--- config.mk ---
export PLATFORM = sky130hd
export DESIGN_NAME = port_led_ctrl_flat
export DESIGN_NICKNAME = d
export VERILOG_FILES = /design/src/rtl/port_led_ctrl_if.sv /design/src/rtl/port_led_ctrl.sv /design/src/flat_wrapper.sv
export SDC_FILE = /design/constraint.sdc
export NUM_CORES = 1
export LEC_CHECK = 0
export CAP_MARGIN = 20
export CORE_MARGIN = 2
export CORE_UTILIZATION = 35
export DETAILED_ROUTE_END_ITERATION = 10
export DONT_BUFFER_PORTS = 1
export PLACE_DENSITY = 0.6
export SYNTH_ARGS = -nofsm -noshare
export SYNTH_HDL_FRONTEND = slang
export SYNTH_SLANG_ARGS = --single-unit
--- constraint.sdc ---
create_clock -name clk -period 3.08 [get_ports clk]
set_clock_uncertainty 0.05 [all_clocks]
set_input_delay 0.616 -clock clk [delete_from_list [all_inputs] [get_ports clk]]
set_output_delay 0.616 -clock clk [all_outputs]
set_load 0.01 [all_outputs]
--- src/rtl/port_led_ctrl_if.sv ---
// -----------------------------------------------------------------------------
// port_led_ctrl_if
// Bundles the hub status inputs and the front-panel LED outputs of
// port_led_ctrl.
//   link         : per-port link status (level)
//   activity     : per-port activity (pulse or level)
//   evt          : hub-wide event strobes (pulse or level); "event" is a
//                  SystemVerilog keyword, hence the shorter name
//   test_mode    : lamp test enable (level)
//   link_act_led : per-port link/activity LED, 1 = lit
//   event_led    : stretched event LEDs, 1 = lit
// master drives the status side, slave is the LED controller.
// -----------------------------------------------------------------------------
interface port_led_ctrl_if #(
   parameter int PORTS  = 4,
   parameter int EVENTS = 2
);
   logic [PORTS-1:0]  link;
   logic [PORTS-1:0]  activity;
   logic [EVENTS-1:0] evt;
   logic              test_mode;
   logic [PORTS-1:0]  link_act_led;
   logic [EVENTS-1:0] event_led;

   modport master (
      output link, activity, evt, test_mode,
      input  link_act_led, event_led
   );

   modport slave (
      input  link, activity, evt, test_mode,
      output link_act_led, event_led
   );
endinterface

--- src/rtl/port_led_ctrl.sv ---
// -----------------------------------------------------------------------------
// port_led_ctrl
// Front-panel LED controller for the hub.
//   - One link/activity LED per port: dark with link down, steady on with link
//     up, blinks off/on while traffic is pending.
//   - Pulse-stretched LEDs for hub-wide events.
//   - Lamp test walking a single lit LED over {event_led, link_act_led}.
// Ports:
//   clk : system clock
//   rst : asynchronous, active-high reset
//   bus : port_led_ctrl_if.slave (status inputs, LED outputs)
// All LED outputs come straight from flops.
// -----------------------------------------------------------------------------
module port_led_ctrl #(
   parameter int PORTS         = 4,
   parameter int EVENTS        = 2,
   parameter int TICK_DIV      = 1250000,
   parameter int BLINK_TICKS   = 3,
   parameter int STRETCH_TICKS = 6,
   parameter int TEST_TICKS    = 25
) (
   input logic           clk,
   input logic           rst,
   port_led_ctrl_if.slave bus
);

   localparam int PW = $clog2(TICK_DIV);
   localparam int BW = $clog2(BLINK_TICKS + 1);
   localparam int SW = $clog2(STRETCH_TICKS + 1);
   localparam int TW = $clog2(TEST_TICKS + 1);
   localparam int NL = PORTS + EVENTS;
   localparam int IW = $clog2(NL);

   typedef enum logic [1:0] {
      ST_OFF     = 2'd0,
      ST_IDLE    = 2'd1,
      ST_BLK_OFF = 2'd2,
      ST_BLK_ON  = 2'd3
   } port_state_t;

   logic [PW-1:0]     presc_r;
   logic              tick_r;
   logic [PORTS-1:0]  norm_port_s;
   logic [EVENTS-1:0] norm_evt_s;
   logic              test_prev_r;
   logic [IW-1:0]     tidx_r, tidx_s;
   logic [TW-1:0]     tcnt_r, tcnt_s;
   logic [NL-1:0]     walk_s;
   logic [PORTS-1:0]  port_led_r;
   logic [EVENTS-1:0] evt_led_r;

   // Timebase prescaler; tick is registered so the first tick after reset
   // release arrives TICK_DIV cycles later.
   always_ff @(posedge clk or posedge rst) begin
      if (rst) begin
         presc_r <= PW'(0);
         tick_r  <= 1'b0;
      end else begin
         tick_r <= (presc_r == PW'(TICK_DIV - 1));
         if (presc_r == PW'(TICK_DIV - 1)) begin
            presc_r <= PW'(0);
         end else begin
            presc_r <= presc_r + PW'(1);
         end
      end
   end

   for (genvar p = 0; p < PORTS; p++) begin : g_port
      port_state_t   state_r, state_s;
      logic [BW-1:0] cnt_r, cnt_s;
      logic          pend_r, pend_s, pend_clr_s;

      // Port state, phase counter and pending-activity flag.
      always_ff @(posedge clk or posedge rst) begin
         if (rst) begin
            state_r <= ST_OFF;
            cnt_r   <= BW'(0);
            pend_r  <= 1'b0;
         end else begin
            state_r <= state_s;
            cnt_r   <= cnt_s;
            pend_r  <= pend_s;
         end
      end

      // Next-state logic; link loss overrides everything.
      always_comb begin
         state_s    = state_r;
         cnt_s      = cnt_r;
         pend_clr_s = 1'b0;
         if (!bus.link[p]) begin
            state_s    = ST_OFF;
            cnt_s      = BW'(0);
            pend_clr_s = 1'b1;
         end else begin
            case (state_r)
               ST_OFF: begin
                  state_s = ST_IDLE;
               end
               ST_IDLE: begin
                  if (pend_r) begin
                     state_s    = ST_BLK_OFF;
                     cnt_s      = BW'(BLINK_TICKS);
                     pend_clr_s = 1'b1;
                  end else begin
                     state_s = ST_IDLE;
                  end
               end
               ST_BLK_OFF: begin
                  if (tick_r) begin
                     if (cnt_r == BW'(1)) begin
                        state_s = ST_BLK_ON;
                        cnt_s   = BW'(BLINK_TICKS);
                     end else begin
                        cnt_s = cnt_r - BW'(1);
                     end
                  end else begin
                     cnt_s = cnt_r;
                  end
               end
               ST_BLK_ON: begin
                  if (tick_r) begin
                     if (cnt_r != BW'(1)) begin
                        cnt_s = cnt_r - BW'(1);
                     end else if (pend_r) begin
                        // traffic arrived during this blink: chain another
                        // blink without restarting the phase in progress
                        state_s    = ST_BLK_OFF;
                        cnt_s      = BW'(BLINK_TICKS);
                        pend_clr_s = 1'b1;
                     end else begin
                        state_s = ST_IDLE;
                        cnt_s   = BW'(0);
                     end
                  end else begin
                     cnt_s = cnt_r;
                  end
               end
               default: begin
                  state_s = ST_OFF;
                  cnt_s   = BW'(0);
               end
            endcase
         end
         // a new set in the same cycle as a clear wins
         pend_s = (bus.link[p] & bus.activity[p]) | (pend_r & ~pend_clr_s);
      end

      assign norm_port_s[p] = (state_r == ST_IDLE) || (state_r == ST_BLK_ON);
   end

   for (genvar e = 0; e < EVENTS; e++) begin : g_evt
      logic [SW-1:0] ecnt_r;

      // Stretch counter: event reloads (wins over a tick), tick decrements.
      always_ff @(posedge clk or posedge rst) begin
         if (rst) begin
            ecnt_r <= SW'(0);
         end else if (bus.evt[e]) begin
            ecnt_r <= SW'(STRETCH_TICKS);
         end else if (tick_r && (ecnt_r != SW'(0))) begin
            ecnt_r <= ecnt_r - SW'(1);
         end else begin
            ecnt_r <= ecnt_r;
         end
      end

      assign norm_evt_s[e] = (ecnt_r != SW'(0));
   end

   // Lamp-test walk index: restart on the rising edge of test_mode, advance
   // every TEST_TICKS ticks while test_mode is held.
   always_comb begin
      tidx_s = tidx_r;
      tcnt_s = tcnt_r;
      if (bus.test_mode && !test_prev_r) begin
         tidx_s = IW'(0);
         tcnt_s = TW'(TEST_TICKS);
      end else if (bus.test_mode && tick_r) begin
         if (tcnt_r <= TW'(1)) begin
            tcnt_s = TW'(TEST_TICKS);
            if (tidx_r == IW'(NL - 1)) begin
               tidx_s = IW'(0);
            end else begin
               tidx_s = tidx_r + IW'(1);
            end
         end else begin
            tcnt_s = tcnt_r - TW'(1);
         end
      end else begin
         tidx_s = tidx_r;
         tcnt_s = tcnt_r;
      end
      walk_s = {{(NL - 1){1'b0}}, 1'b1} << tidx_s;
   end

   // Lamp-test bookkeeping and the registered LED outputs.
   always_ff @(posedge clk or posedge rst) begin
      if (rst) begin
         test_prev_r <= 1'b0;
         tidx_r      <= IW'(0);
         tcnt_r      <= TW'(0);
         port_led_r  <= PORTS'(0);
         evt_led_r   <= EVENTS'(0);
      end else begin
         test_prev_r <= bus.test_mode;
         tidx_r      <= tidx_s;
         tcnt_r      <= tcnt_s;
         if (bus.test_mode) begin
            port_led_r <= walk_s[PORTS-1:0];
            evt_led_r  <= walk_s[NL-1:PORTS];
         end else begin
            port_led_r <= norm_port_s;
            evt_led_r  <= norm_evt_s;
         end
      end
   end

   assign bus.link_act_led = port_led_r;
   assign bus.event_led    = evt_led_r;

endmodule

--- src/flat_wrapper.sv ---
// flat-port wrapper written by rule: the top's interface ports become plain ports
module port_led_ctrl_flat 
#(
   parameter int PORTS         = 4,
   parameter int EVENTS        = 2,
   parameter int TICK_DIV      = 1250000,
   parameter int BLINK_TICKS   = 3,
   parameter int STRETCH_TICKS = 6,
   parameter int TEST_TICKS    = 25
)
  (clk, rst, bus_link, bus_activity, bus_evt, bus_test_mode, bus_link_act_led, bus_event_led);
  port_led_ctrl_if #(.PORTS(PORTS), .EVENTS(EVENTS)) bus_i ();
  input logic clk;
  input logic rst;
  input wire logic [$bits(bus_i.link)-1:0] bus_link;
  input wire logic [$bits(bus_i.activity)-1:0] bus_activity;
  input wire logic [$bits(bus_i.evt)-1:0] bus_evt;
  input wire logic [$bits(bus_i.test_mode)-1:0] bus_test_mode;
  output wire logic [$bits(bus_i.link_act_led)-1:0] bus_link_act_led;
  output wire logic [$bits(bus_i.event_led)-1:0] bus_event_led;
  assign bus_i.link = bus_link;
  assign bus_i.activity = bus_activity;
  assign bus_i.evt = bus_evt;
  assign bus_i.test_mode = bus_test_mode;
  assign bus_link_act_led = bus_i.link_act_led;
  assign bus_event_led = bus_i.event_led;
  port_led_ctrl #(.PORTS(PORTS), .EVENTS(EVENTS), .TICK_DIV(TICK_DIV), .BLINK_TICKS(BLINK_TICKS), .STRETCH_TICKS(STRETCH_TICKS), .TEST_TICKS(TEST_TICKS)) u_core (.clk(clk), .rst(rst), .bus(bus_i));
endmodule
# == Yosys cells after proc, flatten, opt, wreduce, memory -nomap -nowiden ==
# Index checks and enable logic that the tools add are counted.
# totals
inputBits,13
out_inout_bits,6
regBits,63
wordCells,214
# classes
n_shift,1
addsub,9
n_eq_ne,46
reduce_logical,26
bitwise_logic,16
order_cmp,1
muxes,94
# op_table
operator,count
$mux W2,53
$ne A3 B2 Y1 const B,16
$pmux W2 S4,4
$reduce_and A4 Y1,8
$mux W3,8
$pmux W2 S3,4
$add A21 B1 Y21 const B,1
$eq A21 B21 Y1 const B,1
$mux W21,1
$eq A2 B1 Y1 const B,8
$eq A2 B2 Y1 const B,8
$mux W1,16
$ne A4 B1 Y1 const B,4
$mux W5,3
$ne A3 B3 Y1 const B,4
$and A1 B1 Y1,8
$logic_not A2 Y1,4
$ne A2 B1 Y1 const B,4
$pmux W1 S2,4
$sub A2 B1 Y2 const B,4
$reduce_bool A2 Y1,3
$reduce_bool A3 Y1,2
$shl A1 B3 Y6 const A,1
$sub A3 B1 Y3 const B,2
other kinds (10),22

# == Logic depth before layout (Yosys ltp) ==
# Gate-level depths: netlist of run 1.
# depth
depth_word,8
depth_mapped,7
mapped_depth_nobuf,7

# == Worst setup path before layout of run 1 ==
# No wires, ideal clock.
# synth_timing
path_type,input to register
startpoint,input port bus_test_mode
endpoint,register u_core.tcnt_r[4]
n_path_buf,1
arrival_ps,1441
t_required_ps,2902
cell_stages,5
setup_slack_ps,1461
cell_sequence,buf_2 -> nand3_1 -> or4_1 -> o21ai_0 -> a31oi_1
# synth_via
elab_chain_cells,2
word_cells_on_any_way,4
cone_classes,1 x mux; 3 x reduce/logical
# synth_lines
item,line,rtl
start: declaration,flat_wrapper.sv:18,input wire logic [$bits(bus_i.test_mode)-1:0] bus_test_mode;
"$logic_and A1 B1 Y1, on equally long branches","port_led_ctrl.sv:176, port_led_ctrl.sv:179",
$mux W5 / $reduce_bool A2 Y1 (equally long branches),--,
end signal: assignment,port_led_ctrl.sv:208,tcnt_r <= tcnt_s;
end: declaration,port_led_ctrl.sv:47,"logic [TW-1:0] tcnt_r, tcnt_s;"
# Parallel ways exist; a longest one is shown, timed or not.
# A chain may end at the register's enable or synchronous reset.

# == Final worst setup path of run 1 ==
# layout_timing
startpoint,register u_core.presc_r[0]
endpoint,register u_core.presc_r[20]
# layout_via
elab_chain_cells,2
word_cells_on_any_way,3
cone_classes,1 x add/sub; 1 x eq/ne; 1 x mux
# layout_lines
item,line,rtl
start: declaration,port_led_ctrl.sv:41,logic [PW-1:0] presc_r;
start signal: assignment,port_led_ctrl.sv:63,presc_r <= presc_r + PW'(1);
$add A21 B1 Y21 / $eq A21 B21 Y1 (equally long branches),"port_led_ctrl.sv:63, port_led_ctrl.sv:60",
$mux W21 (*),port_led_ctrl.sv:60,if (presc_r == PW'(TICK_DIV - 1)) begin
# Mark *: on every way between the ends. The rest lies on a longest branch, timed or not.

==> results of run 1 <==
==> routing by layer <==
metal | global-route usage | part of all wire | up-vias
li1 | - | - | 1242
met1 | 0.180 | 0.51 | 1161
met2 | 0.199 | 0.45 | 40
met3 | 0.0356 | 0.034 | 4
met4 | 0.0585 | 0.010 | 0
met5 | 0 | 0 | -
==> critical path, stage by stage (launching register included) <==
cell and delay, ns:
dfrtp_1 0.39, ha_1 0.21, nand3_2 0.14, nor4_1 0.21
and4_1 0.52, nand3b_1 0.16, o21ai_0 0.07
==> layout by cell type, fill, tap and decap left out, drive strengths merged, types with 4 or more instances in the layout <==
master  instances
a21oi          21
a31oi           8
and4            4
buf             4
clkbuf         10
dfrtp          63
ha             23
inv            27
nand2          41
nand2b         10
nand3          13
nand4           4
nor2           36
nor2b           8
o21ai          22
o31ai           5
xnor2          12
xor2           10
==> sequential cells by signal (all words and copies together) (netlist names) <==
signal,flops
u_core.tick_r,1
u_core.presc_r,21
u_core.tcnt_r,5
u_core.tidx_r,3
u_core.g_port.state_r,8
u_core.bus.event_led,2
u_core.test_prev_r,1
u_core.g_evt.ecnt_r,6
u_core.g_port.cnt_r,8
u_core.g_port.pend_r,4
u_core.bus.link_act_led,4
==> cells in the mapped netlist, drive strengths merged, types with 3 or more instances <==
cell type,instances,area (um2)
a21oi,21,105
a31oi,8,50.1
and3,3,18.8
and4,4,40.0
buf,5,25.0
clkbuf,3,11.3
dfrtp,63,1580
ha,23,288
inv,27,101
nand2,41,159
nand2b,10,62.6
nand3,13,75.1
nand4,4,25.0
nor2,36,143
nor2b,8,50.1
nor3,3,20.0
nor3b,3,33.8
o21ai,22,110
o22ai,3,18.8
o31ai,5,37.5
xnor2,12,105
xor2,10,87.6
==> through the flow <==
stage / hold slack [ns] / util / setup slack [ns] / area [um2] / total power, mW
finish: 0.105 / 0.408 / 1.23 / 3810 / 1.98
global route: 0.120 / 0.408 / 1.06 / 3810 / 2.08
CTS: 0.237 / 0.406 / 1.23 / 3790 / 2.00
detailed placement: 0.426 / 0.380 / 1.23 / 3540 / 1.12
global placement: 0.412 / 0.380 / 1.29 / 3540 / 1.11
floorplan: 0.398 / - / 0.844 / 3390 / 1.07
==> logic make-up (layout without fill, tap and decap cells) <==
kind of cell | count (synthesis) | count (layout) | share of synthesized area
compound gates | 76 | 76 | 0.140
xor+xnor | 22 | 22 | 0.0568
fa+ha+maj | 23 | 23 | 0.0848
buf+inv | 35 | 47 | 0.0405
flops | 63 | 63 | 0.464
mux | 3 | 3 | 0.00921
simple gates | 134 | 134 | 0.205
==> power groups by stage <==
stage               registers (mW)  logic [mW]  clock network [mW]
CTS                          0.917       0.186               0.900
detailed placement           0.932       0.185                   0
floorplan                    0.917       0.156                   0
global placement             0.931       0.180                   0
global route                 0.924       0.221               0.940
finish                       0.918       0.186               0.878
==> layout make-up <==
class                           count  share of cell area
Clock buffer                       10              0.0361
Clock inverter                      6              0.0283
Inverter                           27              0.0266
Multi-Input combinational cell    258               0.441
Sequential cell                    63               0.414
Tap cell                          129              0.0424
Timing Repair Buffer                4              0.0112
==> final timing paths <==
kind,from,end,slack (ns)
max,u_core.presc_r[0]$_DFF_PP0_,u_core.presc_r[20]$_DFF_PP0_,1.23
max in group asynchronous,rst,u_core.bus.link_act_led[2]$_DFF_PP0_,2.15
max reg2reg,u_core.presc_r[0]$_DFF_PP0_,u_core.presc_r[20]$_DFF_PP0_,1.23
min reg2reg,u_core.g_evt[0].ecnt_r[2]$_DFFE_PP0P_,u_core.g_evt[0].ecnt_r[2]$_DFFE_PP0P_,0.43
min,rst,u_core.presc_r[20]$_DFF_PP0_,0.10
min in group clk,bus_test_mode,u_core.test_prev_r$_DFF_PP0_,0.26
==> impl_results.md, run 1 <==
* Leakage power at 1.66 nW
* Slew Limit Fails at 0
* CORE AREA at 9330 um2
* Clock transition at the registers of the reported paths at 0.08 ns
* Final Cycle Share at 0.600
* # DRC at 0
* Ant diodes at 0
* Gate power share at 0.094
* Number of max-cap violations at 0
* Final setup viols at 0
* Number of iterations in the first detailed-routing pass at 6
* TritonCTS Buffers at 9
* Die H at 102 um
* Fillers at 899
* Distinct cells, synth at 50
* Final Routed Wirelength at about 6300 um
* HP Class: primary input to asynchronous set/reset pin
* Slew @ Worst Pin at 0.443 ns
* Number of global-route vias before repair at 2340
* Die X at 102 um
* Half-perimeter wire length after placement at 4360 um
* Critical Path Start Type: flip-flop
* Fin cells at slightly below 500
* Cts repair resizes at 0
* Synth Warn # at 0
* CTS Sinks at 63
* CP Capture Type: flip-flop
* Psw at 0.480 mW
* Setup TNS at 0 ns
* Final Hold Fails at 0
* Critical Path RT at 3.25 ns
* RSZ-0062 raised after global routing: false
* Initial antenna violation count at 0
* Die area at 10500 um2
* Vias per cell at around 4.9
* Multi-input logic area at 1680 um2
* Seq/Total Area, Yosys at 0.464
* Clk pwr share at 0.443
* Switching Fraction at 0.242
* Initial Util at 0.364
* DRT iter0 DRCs at 116
* Wire length of the first global-routing pass at 10800 um
* Wire per inst at 12.7 um
* Post-CTS setup buffers at 0
* Clock root buffer: clkbuf_8
* Layout area overhead at 12.2%
* H-tree Lvls at 3
* #FFs+latches synth at 63
* Register-to-Register Path Depth at 6
* I/O Pins at 19
* Fmax at 541 MHz
* RePlAce Congestion at 0.778
* Antenna Nets Post-Route at 0
* Avg Synthesized Cell Area at 9.54 um2
* Gr ovfl total at 0
* Main flop type after synthesis: dfrtp_1
* Synthesized instance count at 356
* Hold-fix buffers, CTS at 0
* Clock Path Buffers at 2
* Skew-Pair Late Insertion Delay at 0.34 ns
* Syn_nets at 392
* # placed instances at 480
* Num rows at 35
* I/O Buffers at 0
* Register Area at between 1500 and 2000 um2
* Largest net degree at the start of global routing at 50
* Critical path type: flip-flop to flip-flop
* CTS tree: yes
* Sequential Power Share at 0.463
* Post-synth EDFFs at 0
* Share of flip-flops with an asynchronous set or reset at 1.00
* Fin crit period at 1.85 ns
* Internal Power at roughly 1.5 mW
* Share of cells above drive strength 1 at 0.0978
* Crit path DAT at around 2.0 ns
* Layout Nets at between 300 and 400
* Mapped cell area at 3390 um2
* Worst Path Max Fanout at 12
* Total track usage at 0.133
* Status: completed
* PD cells at 520 nW/um2
* Vias at around 2.4k
* Slew HR at 0.705
* Worst ir drop on vdd at 0.000195 V
Note: power is estimated with default switching activity, not from simulation.
==> run 2, diff against run 1 <==
Settings changed: PLACE_DENSITY 0.6 to 0.62.
Clock period 3.08 ns to 1.6 ns, I/O delays scaled along.
==> run 2 against run 1 <==
Against the previous run:
- non-clock buffer count grew 25
- largest cell class unchanged
- combinational power grew to 2.6 times the previous value
- setup slack lost 1.2 ns
- utilization grew 2.9 points
==> impl_results.md, run 2 (synthesis gave the netlist of run 1 again) <==
* Status: completed (unchanged)
* Num rows at 35 (unchanged)
* Worst Setup EP: u_core.g_port[3].cnt_r[1]$_DFFE_PP0P_ (was u_core.presc_r[20]$_DFF_PP0_)
* Worst Setup SP: u_core.g_port[3].cnt_r[1]$_DFFE_PP0P_ (was u_core.presc_r[0]$_DFF_PP0_)
* I/O Buffers at 0 (unchanged)
* Antenna Nets Post-Route at 0 (unchanged)
* Reg with most FFs: u_core.presc_r (unchanged)
* Fillers at 883 (was 899)
* Register-to-Register Path Depth at 7 (was 6)
* # DRC at 0 (unchanged)
* Worst setup margin at 0.0367 ns (was 1.23 ns)
* Critical path type: flip-flop to flip-flop (unchanged)
* Final Routed Wirelength at 6710 um (was 6300 um)
* H-tree Lvls at 3 (unchanged)
* Critical Path Start Type: flip-flop (unchanged)
* Layout Nets at 424 (was 399)
* CTS Sinks at 63 (unchanged)
* Reg2Reg Setup Slack at 0.04 ns (was 1.23 ns)
* Critical Path RT at 1.82 ns (was 3.25 ns)
* Wire length of the first global-routing pass at 11700 um (was 10800 um)
* Die X at 102 um (unchanged)
* Fin crit period at 1.56 ns (was 1.85 ns)
* CP Capture Type: flip-flop (unchanged)
* Most frequent cells in the layout: dfrtp_1, nand2_1, nor2_1 (unchanged)
* Die area at 10500 um2 (unchanged)
* Final Cycle Share at 0.977 (was 0.600)
* Fmax at 640 MHz (was 541 MHz)
* Slew @ Worst Pin at 0.338 ns (was 0.443 ns)
* Number of max-cap violations at 0 (unchanged)
* Skew-Pair Late Insertion Delay at 0.35 ns (was 0.34 ns)
* HP Class: primary input to flip-flop (was primary input to asynchronous set/reset pin)
* Clock transition at the registers of the reported paths at 0.07 ns (was 0.08 ns)
* Tot Pwr at 3.63 mW (was 1.98 mW)
* PD cells at 890 nW/um2 (was 520 nW/um2)
* Vias at 2567 (was 2447)
* TritonCTS Buffers at 9 (unchanged)
* Worst Path Max Fanout at 5 (was 12)
* Half-perimeter wire length after placement at 4700 um (was 4360 um)
* Vias per cell at 4.92 (about the same)
* Min Hold Slack at 0.0162 ns (was 0.105 ns)
* Number of iterations in the first detailed-routing pass at 4 (was 6)
* Wire per inst at 12.9 um (was 12.7 um)
* Die H at 102 um (unchanged)
* Ant diodes at 0 (unchanged)
* RePlAce Congestion at 0.835 (was 0.778)
* Share of cells above drive strength 1 at 0.186 (was 0.0978)
* Clock root buffer: clkbuf_8 (unchanged)
* Initial antenna violation count at 0 (unchanged)
* Worst ir drop on vdd at 0.000337 V (was 0.000195 V)
* Initial Util at 0.364 (unchanged)
* Max reg flops at 21 (unchanged)
* Layout area overhead at 20.1% (was 12.2%)
* Gr ovfl total at 0 (unchanged)
* Area post-placement at 3700 um2 (was 3540 um2)
* CORE AREA at 9330 um2 (unchanged)
* Number of global-route vias before repair at 2537 (was 2340)
* RSZ-0062 raised after global routing: true (was false)
* Total track usage at 0.144 (was 0.133)
* I/O Pins at 19 (unchanged)
* Commonest non-fill, non-tap cell in the layout: dfrtp_1 (unchanged)
* Largest regs: u_core.presc_r (21), u_core.g_port.cnt_r (8), u_core.g_port.state_r (8) (unchanged)
* Final Core Density at 0.437 (was 0.408)
* Final Hold Fails at 0 (unchanged)
* Worst r2r src: u_core.g_port[3].cnt_r[1]$_DFFE_PP0P_ (was u_core.presc_r[0]$_DFF_PP0_)
* Clock Path Buffers at 2 (unchanged)
* Leakage power at 1.76 nW (was 1.66 nW)
* Crit path DAT at 1.78 ns (was 2.02 ns)
* Final Instance Area at 4080 um2 (was 3810 um2)
* CTS tree: yes (unchanged)
* Slew Limit Fails at 0 (unchanged)
* DRT iter0 DRCs at 98 (was 116)
* Worst slack at placement at -0.0381 ns (was 1.23 ns)
* Reg-to-reg endpoint: u_core.g_port[3].cnt_r[1]$_DFFE_PP0P_ (was u_core.presc_r[20]$_DFF_PP0_)
* Slew HR at 0.772 (was 0.705)
* Largest net degree at the start of global routing at 51 (was 50)
* Final setup viols at 0 (unchanged)
[run 2: per-layer routing]
| layer | GRT usage | vias up | part of all wire |
|---|---|---|---|
| li1 | - | 1292 | - |
| met1 | 0.185 | 1228 | 0.46 |
| met3 | 0.0410 | 15 | 0.034 |
| met5 | 0 | - | 0 |
| met4 | 0.0656 | 0 | 0.024 |
| met2 | 0.225 | 32 | 0.48 |
[run 2: power by group]
| part | switching, mW | internal, mW | total, mW |
|---|---|---|---|
| clock network | 0.635 | 0.753 | 1.39 |
| logic | 0.252 | 0.225 | 0.477 |
| registers | 0.0922 | 1.67 | 1.76 |
[run 2: how the worst min path moves through the flow]
| stage | startpoint | to | slack, ns | depth (start not counted) |
|---|---|---|---|---|
| floorplan | bus_test_mode | u_core.test_prev_r$_DFF_PP0_ | 0.30 | 0 |
| global placement | rst | u_core.g_evt[0].ecnt_r[0]$_DFFE_PP0P_ | 0.13 | 1 |
| detailed placement | rst | u_core.g_evt[0].ecnt_r[0]$_DFFE_PP0P_ | 0.14 | 1 |
| CTS | bus_test_mode | u_core.bus.link_act_led[3]$_DFF_PP0_ | 0.001 | 1 |
| global route | bus_test_mode | u_core.bus.link_act_led[1]$_DFF_PP0_ | 0.0004 | 1 |
| finish | bus_test_mode | u_core.bus.link_act_led[3]$_DFF_PP0_ | 0.02 | 1 |
[run 2: cell type report]
class	instances	area [um2]	area share
Multi-Input combinational cell	258	1780	0.436
Tap cell	129	161	0.0396
Timing Repair Buffer	29	256	0.0629
Clock buffer	10	138	0.0338
Clock inverter	6	60.1	0.0147
Sequential cell	63	1580	0.387
Inverter	27	105	0.0258
[run 2: per-stage QoR]
step | setup TNS, ns | instances
after floorplan | 0 | 356
after global placement | -0.00580 | 496
after detailed placement | -0.118 | 496
after CTS | 0 | 517
after global routing | -0.171 | 522
final | 0 | 522
[run 2: what timing repair did]
action                                  CTS  global route
pin swaps                                 1             7
hold buffers                              4             0
resized for setup                         3            19
buffers inserted                          1             5
endpoints found under the setup margin    6            25
endpoints found under the hold margin    18             0
[run 2: critical path, stage by stage, from the launching register on]
cell      delay (ns)
dfrtp_1         0.43
buf_4           0.15
ha_1            0.27
nand2b_1        0.06
and3_1          0.17
a21oi_1         0.14
mux2i_1         0.10
a21oi_1         0.14
